### config.mk
export PLATFORM = sky130hd
export DESIGN_NAME = icap_reg_reader
export DESIGN_NICKNAME = d
export VERILOG_FILES = /design/src/rtl/icap_reg_reader.sv
export SDC_FILE = /design/constraint.sdc
export NUM_CORES = 1
export LEC_CHECK = 0
export BUFFER_PORTS_ARGS = -buffer_cell sky130_fd_sc_hd__clkbuf_2
export CAP_MARGIN = 30
export CORE_UTILIZATION = 49
export DETAILED_ROUTE_END_ITERATION = 7
export GPL_TIMING_DRIVEN = 0
export HOLD_SLACK_MARGIN = 0.15
export PLACE_DENSITY = 0.8
export REMOVE_ABC_BUFFERS = 1
export SLEW_MARGIN = 25
export SYNTH_ARGS = -nofsm -noshare
export SYNTH_HDL_FRONTEND = slang
export SYNTH_SLANG_ARGS = --single-unit
### constraint.sdc
create_clock -name clk -period 2.7 [get_ports clk]
set_clock_uncertainty 0.15 [all_clocks]
set_input_delay 0.135 -clock clk [delete_from_list [all_inputs] [get_ports clk]]
set_output_delay 0.135 -clock clk [all_outputs]
set_load 0.005 [all_outputs]
### src/rtl/icap_reg_reader.sv
// icap_reg_reader: reads one configuration register through ICAP (sync, type-1 read header, busy-gated capture, desync)
//   clk, rst          : clock and synchronous active-high reset
//   start, reg_addr   : one-cycle request with register address, accepted only when idle
//   busy, done        : transaction in progress / one-cycle completion pulse
//   error, rdata      : timeout flag and captured word, valid with done and held until the next start
//   icap_ce, icap_write, icap_i : registered ICAP controls (ce active low, write 1 = read)
//   icap_o, icap_busy : ICAP read data and busy
module icap_reg_reader #(
    parameter int TIMEOUT = 255
) (
    input  logic        clk,
    input  logic        rst,
    input  logic        start,
    input  logic [5:0]  reg_addr,
    output logic        busy,
    output logic        done,
    output logic        error,
    output logic [15:0] rdata,
    output logic        icap_ce,
    output logic        icap_write,
    output logic [15:0] icap_i,
    input  logic [15:0] icap_o,
    input  logic        icap_busy
);
    localparam logic [2:0] IDLE   = 3'd0;
    localparam logic [2:0] SYNC   = 3'd1;
    localparam logic [2:0] TURN_R = 3'd2;
    localparam logic [2:0] READ   = 3'd3;
    localparam logic [2:0] TURN_W = 3'd4;
    localparam logic [2:0] DESYNC = 3'd5;
    localparam logic [2:0] DONE   = 3'd6;
    localparam logic [15:0] LAST  = 16'(TIMEOUT - 1);

    logic [2:0]  state, ns;
    logic [15:0] cnt, ncnt;
    logic [5:0]  addr;
    logic        cap, tmo;
    logic        n_ce, n_wr;
    logic [15:0] n_i, sync_w, desync_w, hdr;

    always_comb begin
        ns = state;
        ncnt = (cnt == 16'hFFFF) ? cnt : cnt + 16'd1;
        cap = 1'b0;
        tmo = 1'b0;
        case (state)
            IDLE: begin
                ncnt = '0;
                if (start) ns = SYNC;
            end
            SYNC: if (cnt == 16'd6) begin
                ns = TURN_R;
                ncnt = '0;
            end
            TURN_R: begin
                ns = READ;
                ncnt = '0;
            end
            // capture wins over timeout when busy drops in the final allowed cycle
            READ: if (cnt >= 16'd2 && !icap_busy) begin
                cap = 1'b1;
                ns = TURN_W;
                ncnt = '0;
            end else if (cnt == LAST) begin
                tmo = 1'b1;
                ns = TURN_W;
                ncnt = '0;
            end
            TURN_W: begin
                ns = DESYNC;
                ncnt = '0;
            end
            DESYNC: if (cnt == 16'd3) begin
                ns = DONE;
                ncnt = '0;
            end
            default: begin
                ns = IDLE;
                ncnt = '0;
            end
        endcase
    end

    // pins are decoded from the next state so they line up with the state they belong to
    assign hdr      = {3'b001, 2'b01, addr, 5'b00001};
    assign sync_w   = ncnt == 16'd0 ? 16'hFFFF : ncnt == 16'd1 ? 16'h5599 : ncnt == 16'd2 ? 16'hAA66 :
                      ncnt == 16'd4 ? hdr : 16'h2000;
    assign desync_w = ncnt == 16'd0 ? 16'h30A1 : ncnt == 16'd1 ? 16'h000D : 16'h2000;
    assign n_i      = ns == SYNC ? sync_w : ns == DESYNC ? desync_w :
                      (ns == IDLE || ns == DONE) ? 16'hFFFF : 16'h2000;
    assign n_ce     = !(ns == SYNC || ns == READ || ns == DESYNC);
    assign n_wr     = !(ns == SYNC || ns == TURN_W || ns == DESYNC);

    always_ff @(posedge clk) begin
        if (rst) begin
            state      <= IDLE;
            cnt        <= '0;
            addr       <= '0;
            busy       <= 1'b0;
            done       <= 1'b0;
            error      <= 1'b0;
            rdata      <= '0;
            icap_ce    <= 1'b1;
            icap_write <= 1'b1;
            icap_i     <= 16'hFFFF;
        end else begin
            state      <= ns;
            cnt        <= ncnt;
            busy       <= ns != IDLE;
            done       <= ns == DONE;
            icap_ce    <= n_ce;
            icap_write <= n_wr;
            icap_i     <= n_i;
            if (state == IDLE && start) begin
                addr  <= reg_addr;
                error <= 1'b0;
            end
            if (cap) rdata <= icap_o;
            if (tmo) begin
                rdata <= '0;
                error <= 1'b1;
            end
        end
    end
endmodule

Word-level counts from Yosys, hierarchy flattened
Index checks and enable logic that the tools add are counted.
Operators by class
  reductions and logical operators: 16
  div/mod/pow operators: 0
  add/subtract/negate cells: 1
  magnitude comparators: 1
  shift operators: 0
  multiply operators: 0
  equality and inequality tests: 17
  mux-type cells: 28
  bitwise gates (word level): 0
Operators with widths (number)
  2-to-1 mux 16 bit: 11
  one-hot mux 16 bit (3 select lines): 1
  equality test 16 x 2 -> 1 bit (second input constant): 2
  equality test 16 x 3 -> 1 bit (second input constant): 2
  2-to-1 mux 14 bit: 2
  one-hot mux 3 bit (6 select lines): 1
  adder 16 x 1 -> 16 bit (second input constant): 1
  equality test 16 x 1 -> 1 bit (second input constant): 1
  equality test 16 bit (second input constant): 1
  equality test 16 x 8 -> 1 bit (second input constant): 1
  >= comparator 16 x 2 -> 1 bit (second input constant): 1
  logical NOT 16 bit: 1
  equality test 3 bit (second input constant): 5
  2-to-1 mux 3 bit: 5
  2-to-1 mux 12 bit: 1
  equality test 3 x 2 -> 1 bit (second input constant): 3
  2-to-1 mux 1 bit: 7
  equality test 3 x 1 -> 1 bit (second input constant): 2
  logical NOT 3 bit: 2
  logical OR 1 bit: 5
  logical NOT 1 bit: 3
  nonzero test 3 bit: 1
  logical AND 1 bit: 2
  nonzero test 2 bit: 1
  OR reduction 2 bit: 1
Storage, ports and cells
  flip-flop bits (word level): 62
  bits in latches: 0
  RAM bits: 0
  word-level logic and storage cells: 73
  memory bits (read-only): 0
  memories kept: 0
  output and inout bits: 37
  input port bits: 26

Depth between registers and ports, before layout
Gate-level depths: netlist (run 1).
  depth in word-level cells: 11
  gate-level depth with buffers: 9
  gate-level depth less buffers: 9

Worst setup path before layout (run 1)
No wires, ideal clock.
  path type: reg-to-reg
  start: register cnt[0]
  end: register icap_i[6]
  period minus slack after synthesis: 2574 ps
  path slack: 126 ps
  arrival time: 2345 ps
  stages on the path, launching flop included: 9
  data required time: 2471 ps
  library setup time: 79 ps
  buffers on the path: 0
  cell sequence: dfxtp_1 > ha_1 > nand3_2 > nor4_1 > mux2i_1 > nand4_1 > nor4_4 > nand4b_1 > o211ai_1
Between the ends
  cells in the longest elaborated chain, start to end: 11
Ends and longest elaborated chain
  start: declaration: RTL line 35  | logic [15:0] cnt, ncnt;
  start signal: assignment: RTL line 108  | cnt <= ncnt;
  adder 16 x 1 -> 16 bit / equality test 16 bit (equally long branches): RTL line 43  | ncnt = (cnt == 16'hFFFF) ? cnt : cnt + 16'd1;
  2-to-1 mux 16 bit: RTL line 43
  2-to-1 mux 16 bit: RTL line 64  | end else if (cnt == LAST) begin
  2-to-1 mux 16 bit: RTL line 60  | READ: if (cnt >= 16'd2 && !icap_busy) begin
  one-hot mux 16 bit (3 select lines): RTL line 46  | case (state)
  equality test 16 x 3 -> 1 bit: RTL line 87  | ncnt == 16'd4 ? hdr : 16'h2000;
  2-to-1 mux 12 bit: RTL line 87
  2-to-1 mux 16 bit (3 in a row): RTL line 86  | assign sync_w = ncnt == 16'd0 ? 16'hFFFF : ncnt == 16'd1 ? 16'h5599 : ncnt == 16'd2 ? 16'hAA66 :
  2-to-1 mux 16 bit *: RTL line 89  | assign n_i = ns == SYNC ? sync_w : ns == DESYNC ? desync_w :
  end signal: assignment: RTL line 113  | icap_i <= n_i;
  end: declaration: RTL line 21  | output logic [15:0] icap_i,
Mark *: on every way between the ends. The rest lies on a longest branch, timed or not.
A chain may end at the register's enable or synchronous reset.

Worst setup path after layout (run 1)
  start: register cnt[3]
  end: register icap_i[6]
Same word-level chain as after synthesis.

==> flow_summary.json, run 1 <==
{
  "status": "finished, violations left",
  "violations": "negative setup slack",
  "critical_path_class": "reg2reg",
  "startpoint_type": "flop",
  "cts.sinks": 60,
  "htree_levels": 3,
  "gp_congestion": 0.918,
  "drt_iter0_markers": 356,
  "worst_slack_ps": -109,
  "path_clk_slew_ps": 70,
  "syn_inst": 331,
  "netlist_top_cells_count": "60 x dfxtp_1, 43 x nor2_1, 35 x nand2_1, 19 x mux2i_1, 17 x a21oi_1",
  "synth_top_area_cell": "dfxtp_1",
  "rr_endpoint": "icap_i[6]",
  "grt_pass1_vias": 2876,
  "cts-root-buf": "clkbuf_8",
  "wl_per_cell_um": 18.0,
  "clockPowerShare_pct": 42.6,
  "ys_types": 58,
  "ys.flop_type": "dfxtp_1",
  "tightest_slew_ps": 562,
  "grt_first_pass_wirelength_um": 13600,
  "min_to": "state[2]",
  "reg2reg_depth": 9,
  "vias_per_cell": 6.10,
  "min-delay-start": "icap_busy",
  "dp_hpwl_um": 4810,
  "syn_area_um2": 2890,
  "power.switching_w": 0.000469,
  "final_layout_size_suffix_gt1_share_pct": 33.1,
  "synth.most_common_cell": "dfxtp_1",
  "hold_viol": 0,
  "ant_nets": 0,
  "required_ps": 2800,
  "drv_cap": 0,
  "design.die.area_um2": 6210,
  "fmax_ghz": 0.356,
  "rsz0062_at_grt": "true",
  "ir_drop_uv": 453,
  "cts_made_buffers": 9,
  "grt_max_degree": 17,
  "vias": 3164,
  "syn_avg_cell_area_um2": 8.73,
  "antenna_found_initial": 0,
  "powerDensity_nw_per_um2": 482,
  "drt-total-wl_um": 9330,
  "grt.total_usage_pct": 28.4,
  "numPortBuffers": 62,
  "ios": 63,
  "synth_edf_count": 0,
  "crit_path_end_kind": "flop",
  "dpl_cell_area_um2": 3230,
  "initial_core_util_pct": 51.5,
  "dp_slack_ps": -448,
  "first_pass_iters": 5,
  "clk_latency_ps": 350,
  "core-area_um2": 5610,
  "syn2layout_area_growth_pct": 42.1,
  "seqPwrFrac_pct": 46.7,
  "final-setup-viol-count": 2,
  "die_y_um": 78.8,
  "synthTopCellsByArea": "dfxtp_1 42%, mux2i_1 6.6%, nor2_1 5.6%",
  "drv_slew": 0,
  "hold_class": "in2reg",
  "period_share_pct": 104,
  "arrival_ps": 2910,
  "switching_share_pct": 23.7,
  "post-route-drc-count": 0,
  "comb_power_share_pct": 10.7,
  "ys_async_sr_fraction_pct": 0,
  "layout_min_cycle_time_ps": 2810,
  "die_x_um": 78.8,
  "fin_nets": 471,
  "antenna_cells": 0,
  "row_count": 27,
  "hold_depth": 5,
  "p_int_w": 0.00151,
  "reg2reg_slack_ps": -110,
  "leakage_nw": 1.77,
  "overflow": 0,
  "synth_top_cell_area_share_pct": 41.6,
  "ys_seq_area_share_pct": 41.6,
  "ys_seq_elements": 60,
  "cts.path.max_buffers": 2,
  "cts_tree": "built",
  "reg2reg_from": "cnt[3]",
  "slew_headroom_pct": 62.4,
  "postLayoutCellArea_um2": 4100,
  "yosysWarnings": 0,
  "crit_fanout": 11
}
worst max-delay path, cell delays in order, from the launching register on:
cell and delay (ps):
dfxtp_2 480, nand4_1 280, nor4_2 390, xnor2_1 200, nand4_1 140, buf_4 200
nor4_4 250, buf_6 180, nand4b_1 180, o211ai_1 270
layout make-up:
class,instances,area [um2]
inverter,13,48.8
clock buffer,14,173
sequential,60,1230
tap,72,90.1
clock inverter,1,30.0
timing repair buffer,117,810
fill,354,1500
multi-input combinational,242,1720
what timing repair did:
item	4_1_cts	5_1_grt
endpoints found under the setup margin	31	49
gates cloned	1	0
pin swaps	8	15
hold buffers	30	0
hold endpoints to repair	28	0
buffers inserted	6	18
gates resized for setup	24	23
cells in the final DEF, fill, tap and decap left out, types with 4 or more instances in the layout:
cell / instances
dfxtp_1: 48
buf_4: 22
nand4_1: 10
inv_1: 11
dfxtp_2: 7
nand4b_1: 4
nand3_1: 10
nor3_1: 7
dlygate4sd3_1: 30
xnor2_1: 6
clkbuf_8: 12
a21oi_1: 17
clkbuf_2: 62
o21ai_0: 10
a211oi_1: 7
nor4_4: 6
dfxtp_4: 5
nand2_1: 35
mux2i_1: 19
o211ai_1: 7
nor2_1: 42
worst max-delay path by stage:
| stage | from | end | slack [ps] | depth (start not counted) |
|---|---|---|---|---|
| 2_1_floorplan | cnt[0] | icap_i[6] | -750 | 8 |
| 3_3_place_gp | cnt[0] | icap_i[6] | -1300 | 8 |
| 3_5_place_dp | cnt[1] | icap_i[6] | -450 | 8 |
| 4_1_cts | cnt[0] | icap_i[7] | 4 | 9 |
| 5_1_grt | cnt[1] | icap_i[6] | -190 | 10 |
| 6_report | cnt[3] | icap_i[6] | -110 | 9 |
sequential cells by signal (all words and copies together), names as in the netlist:
| signal | count |
|---|---|
| state | 3 |
| rdata | 16 |
| error | 1 |
| icap_i | 14 |
| addr | 6 |
| busy | 1 |
| done | 1 |
| cnt | 16 |
| icap_write | 1 |
| icap_ce | 1 |
power by group through the flow:
| stage | sequential, W | clock (W) | combinational (W) |
|---|---|---|---|
| 2_1_floorplan | 0.000947 | 0 | 0.0000711 |
| 4_1_cts | 0.000928 | 0.000842 | 0.000183 |
| 3_5_place_dp | 0.000946 | 0 | 0.000136 |
| 5_1_grt | 0.000926 | 0.000897 | 0.000225 |
| 3_3_place_gp | 0.000945 | 0 | 0.000132 |
| 6_report | 0.000924 | 0.000844 | 0.000211 |
metal layers:
layer	wire, um	GRT usage, %	vias up
li1	-	-	1423
met1	3570	31.9	1503
met2	4630	49.0	201
met3	779	8.97	37
met4	349	13.0	0
met5	0	0	-
cell families (layout without fill, tap and decap cells):
logic type | after synthesis | in the layout | share of synthesized area, %
AO/OA/AOI/OAI | 65 | 66 | 15.6
XOR/XNOR | 8 | 8 | 2.43
adder cells (fa/ha/maj) | 2 | 2 | 0.866
buffers and inverters | 30 | 145 | 4.68
flip-flops | 60 | 60 | 41.6
multiplexers | 19 | 19 | 6.58
AND/OR/NAND/NOR | 147 | 147 | 28.2
through the flow:
step	hold slack, ps	total power, W	util [%]	std cells	TNS [ps]
finish	229	0.00198	73.2	519	-143
global route	259	0.00205	73.2	519	-1750
CTS	222	0.00195	69.1	501	0
detailed placement	217	0.00108	57.5	449	-6480
global placement	210	0.00108	57.1	448	-34690
floorplan	54.1	0.00102	-	314	-11340
No activity file was read; power rests on OpenSTA's default activity.
==> inputs of run 2 (changes only) <==
RECOVER_POWER = 50   (was not set)
==> flow_summary.json, run 2 (synthesis gave the netlist of run 1 again) <==
{
  "hold_viol": 0,
  "cts_made_buffers": 9,
  "slew_headroom_pct": 62.0,
  "post-route-drc-count": 0,
  "gp_congestion": 0.918,
  "ir_drop_uv": 454,
  "switching_share_pct": 23.9,
  "dpl_cell_area_um2": 3230,
  "tightest_slew_ps": 571,
  "status": "finished, violations left",
  "drv_cap": 0,
  "design.die.area_um2": 6210,
  "final_layout_size_suffix_gt1_share_pct": 27.7,
  "layout_common_cells": "48 x dfxtp_1, 42 x nor2_1, 39 x clkbuf_2",
  "reg_top3": "cnt: 16 flops, rdata: 16 flops, icap_i: 14 flops",
  "p_int_w": 0.00151,
  "ios": 63,
  "seqPwrFrac_pct": 46.7,
  "antenna_cells": 0,
  "htree_levels": 3,
  "clk_latency_ps": 350,
  "row_count": 27,
  "die_x_um": 78.8,
  "first_pass_iters": 5,
  "postLayoutCoreUtil_pct": 72.6,
  "grt.total_usage_pct": 28.4,
  "period_share_pct": 103,
  "grt_max_degree": 17,
  "antenna_found_initial": 0,
  "cts.path.max_buffers": 2,
  "vias_per_cell": 6.13,
  "cts.sinks": 60,
  "hold_class": "in2reg",
  "path_clk_slew_ps": 70,
  "core-area_um2": 5610,
  "drt_iter0_markers": 358,
  "cts_tree": "built",
  "drv_slew": 0,
  "layout_min_cycle_time_ps": 2780,
  "p_total_w": 0.00198,
  "final-setup-viol-count": 2,
  "fin_nets": 471,
  "startpoint_type": "flop",
  "rsz0062_at_grt": "true",
  "postLayoutCellArea_um2": 4070,
  "clockPowerShare_pct": 42.8,
  "crit_fanout": 8,
  "critical_path_class": "reg2reg",
  "initial_core_util_pct": 51.5,
  "wl_per_cell_um": 18.0,
  "numPortBuffers": 62,
  "fmax_ghz": 0.359,
  "syn2layout_area_growth_pct": 41.0,
  "grt_first_pass_wirelength_um": 13600,
  "violations": "negative setup slack",
  "die_y_um": 78.8,
  "powerDensity_nw_per_um2": 486,
  "overflow": 0,
  "arrival_ps": 2890,
  "dp_hpwl_um": 4810,
  "worst_slack_ps": -84.0,
  "ant_nets": 0,
  "power.switching_w": 0.000473,
  "vias": 3179,
  "comb_power_share_pct": 10.5,
  "tns_ps": -89.4,
  "required_ps": 2810,
  "layout.cells.non_filler": 519,
  "layout_commonest_cell": "dfxtp_1",
  "drt-total-wl_um": 9340,
  "leakage_nw": 1.70,
  "cts-root-buf": "clkbuf_8",
  "crit_path_end_kind": "flop",
  "grt_pass1_vias": 2876,
  "dp.cells": 449
}
==> run 2: cell counts in the layout (fill, tap and decap cells not counted) <==
No cell type changed its count.
==> run 2: layout make-up <==
class,instances,area [um2]
fillers,371,1530
clock buffers,14,173
multi-input cells,242,1720
well taps,72,90.1
repair buffers,117,781
inverters,13,48.8
flip-flops and latches,60,1230
clock inverters,1,30.0
==> run 2: path summary, 6_finish.rpt <==
check	startpoint	to	slack [ps]	cells past startpoint
max reg2reg	cnt[0]	icap_i[6]	-80	10
min	icap_busy	state[2]	240	5
min reg2reg	addr[4]	icap_i[9]	330	2
max	cnt[0]	icap_i[6]	-80	10
==> run 2: worst max-delay path, cell delays in order (launching register included) <==
cell	delay (ps)
dfxtp_4	380
buf_4	140
nand4_1	240
nor4_2	380
xnor2_1	190
nand4_1	140
buf_4	200
nor4_4	240
buf_6	170
nand4b_1	180
o211ai_1	280
==> run 2: power groups by stage <==
stage / sequential, W / combinational, W / clock (W)
finish: 0.000924 / 0.000209 / 0.000848
global placement: 0.000945 / 0.000132 / 0
CTS: 0.000928 / 0.000183 / 0.000842
global route: 0.000926 / 0.000222 / 0.000897
floorplan: 0.000947 / 0.0000711 / 0
detailed placement: 0.000946 / 0.000136 / 0
==> run 2: per-stage QoR <==
step	hold WS, ps	worst slack (ps)
after floorplan	54.1	-752
after global placement	210	-1300
after detailed placement	217	-448
after CTS	222	3.66
after global routing	259	-185
final	235	-84.0
==> run 2: per-layer routing <==
metal | vias up | track usage (%) | part of all wire [%] | wire (um)
met3 | 54 | 8.97 | 8.6 | 806
met1 | 1483 | 31.9 | 38 | 3560
met5 | - | 0 | 0 | 0
met4 | 0 | 13.0 | 4.6 | 425
met2 | 226 | 49.0 | 49 | 4550
li1 | 1416 | - | - | -
==> run 2: what timing repair did <==
action,CTS,global route
gates resized for setup,24,23
setup buffers,6,18
cloned,1,0
endpoints found under the hold margin,28,0
hold buffers,30,0
pin swaps,8,15
endpoints found under the setup margin,31,49
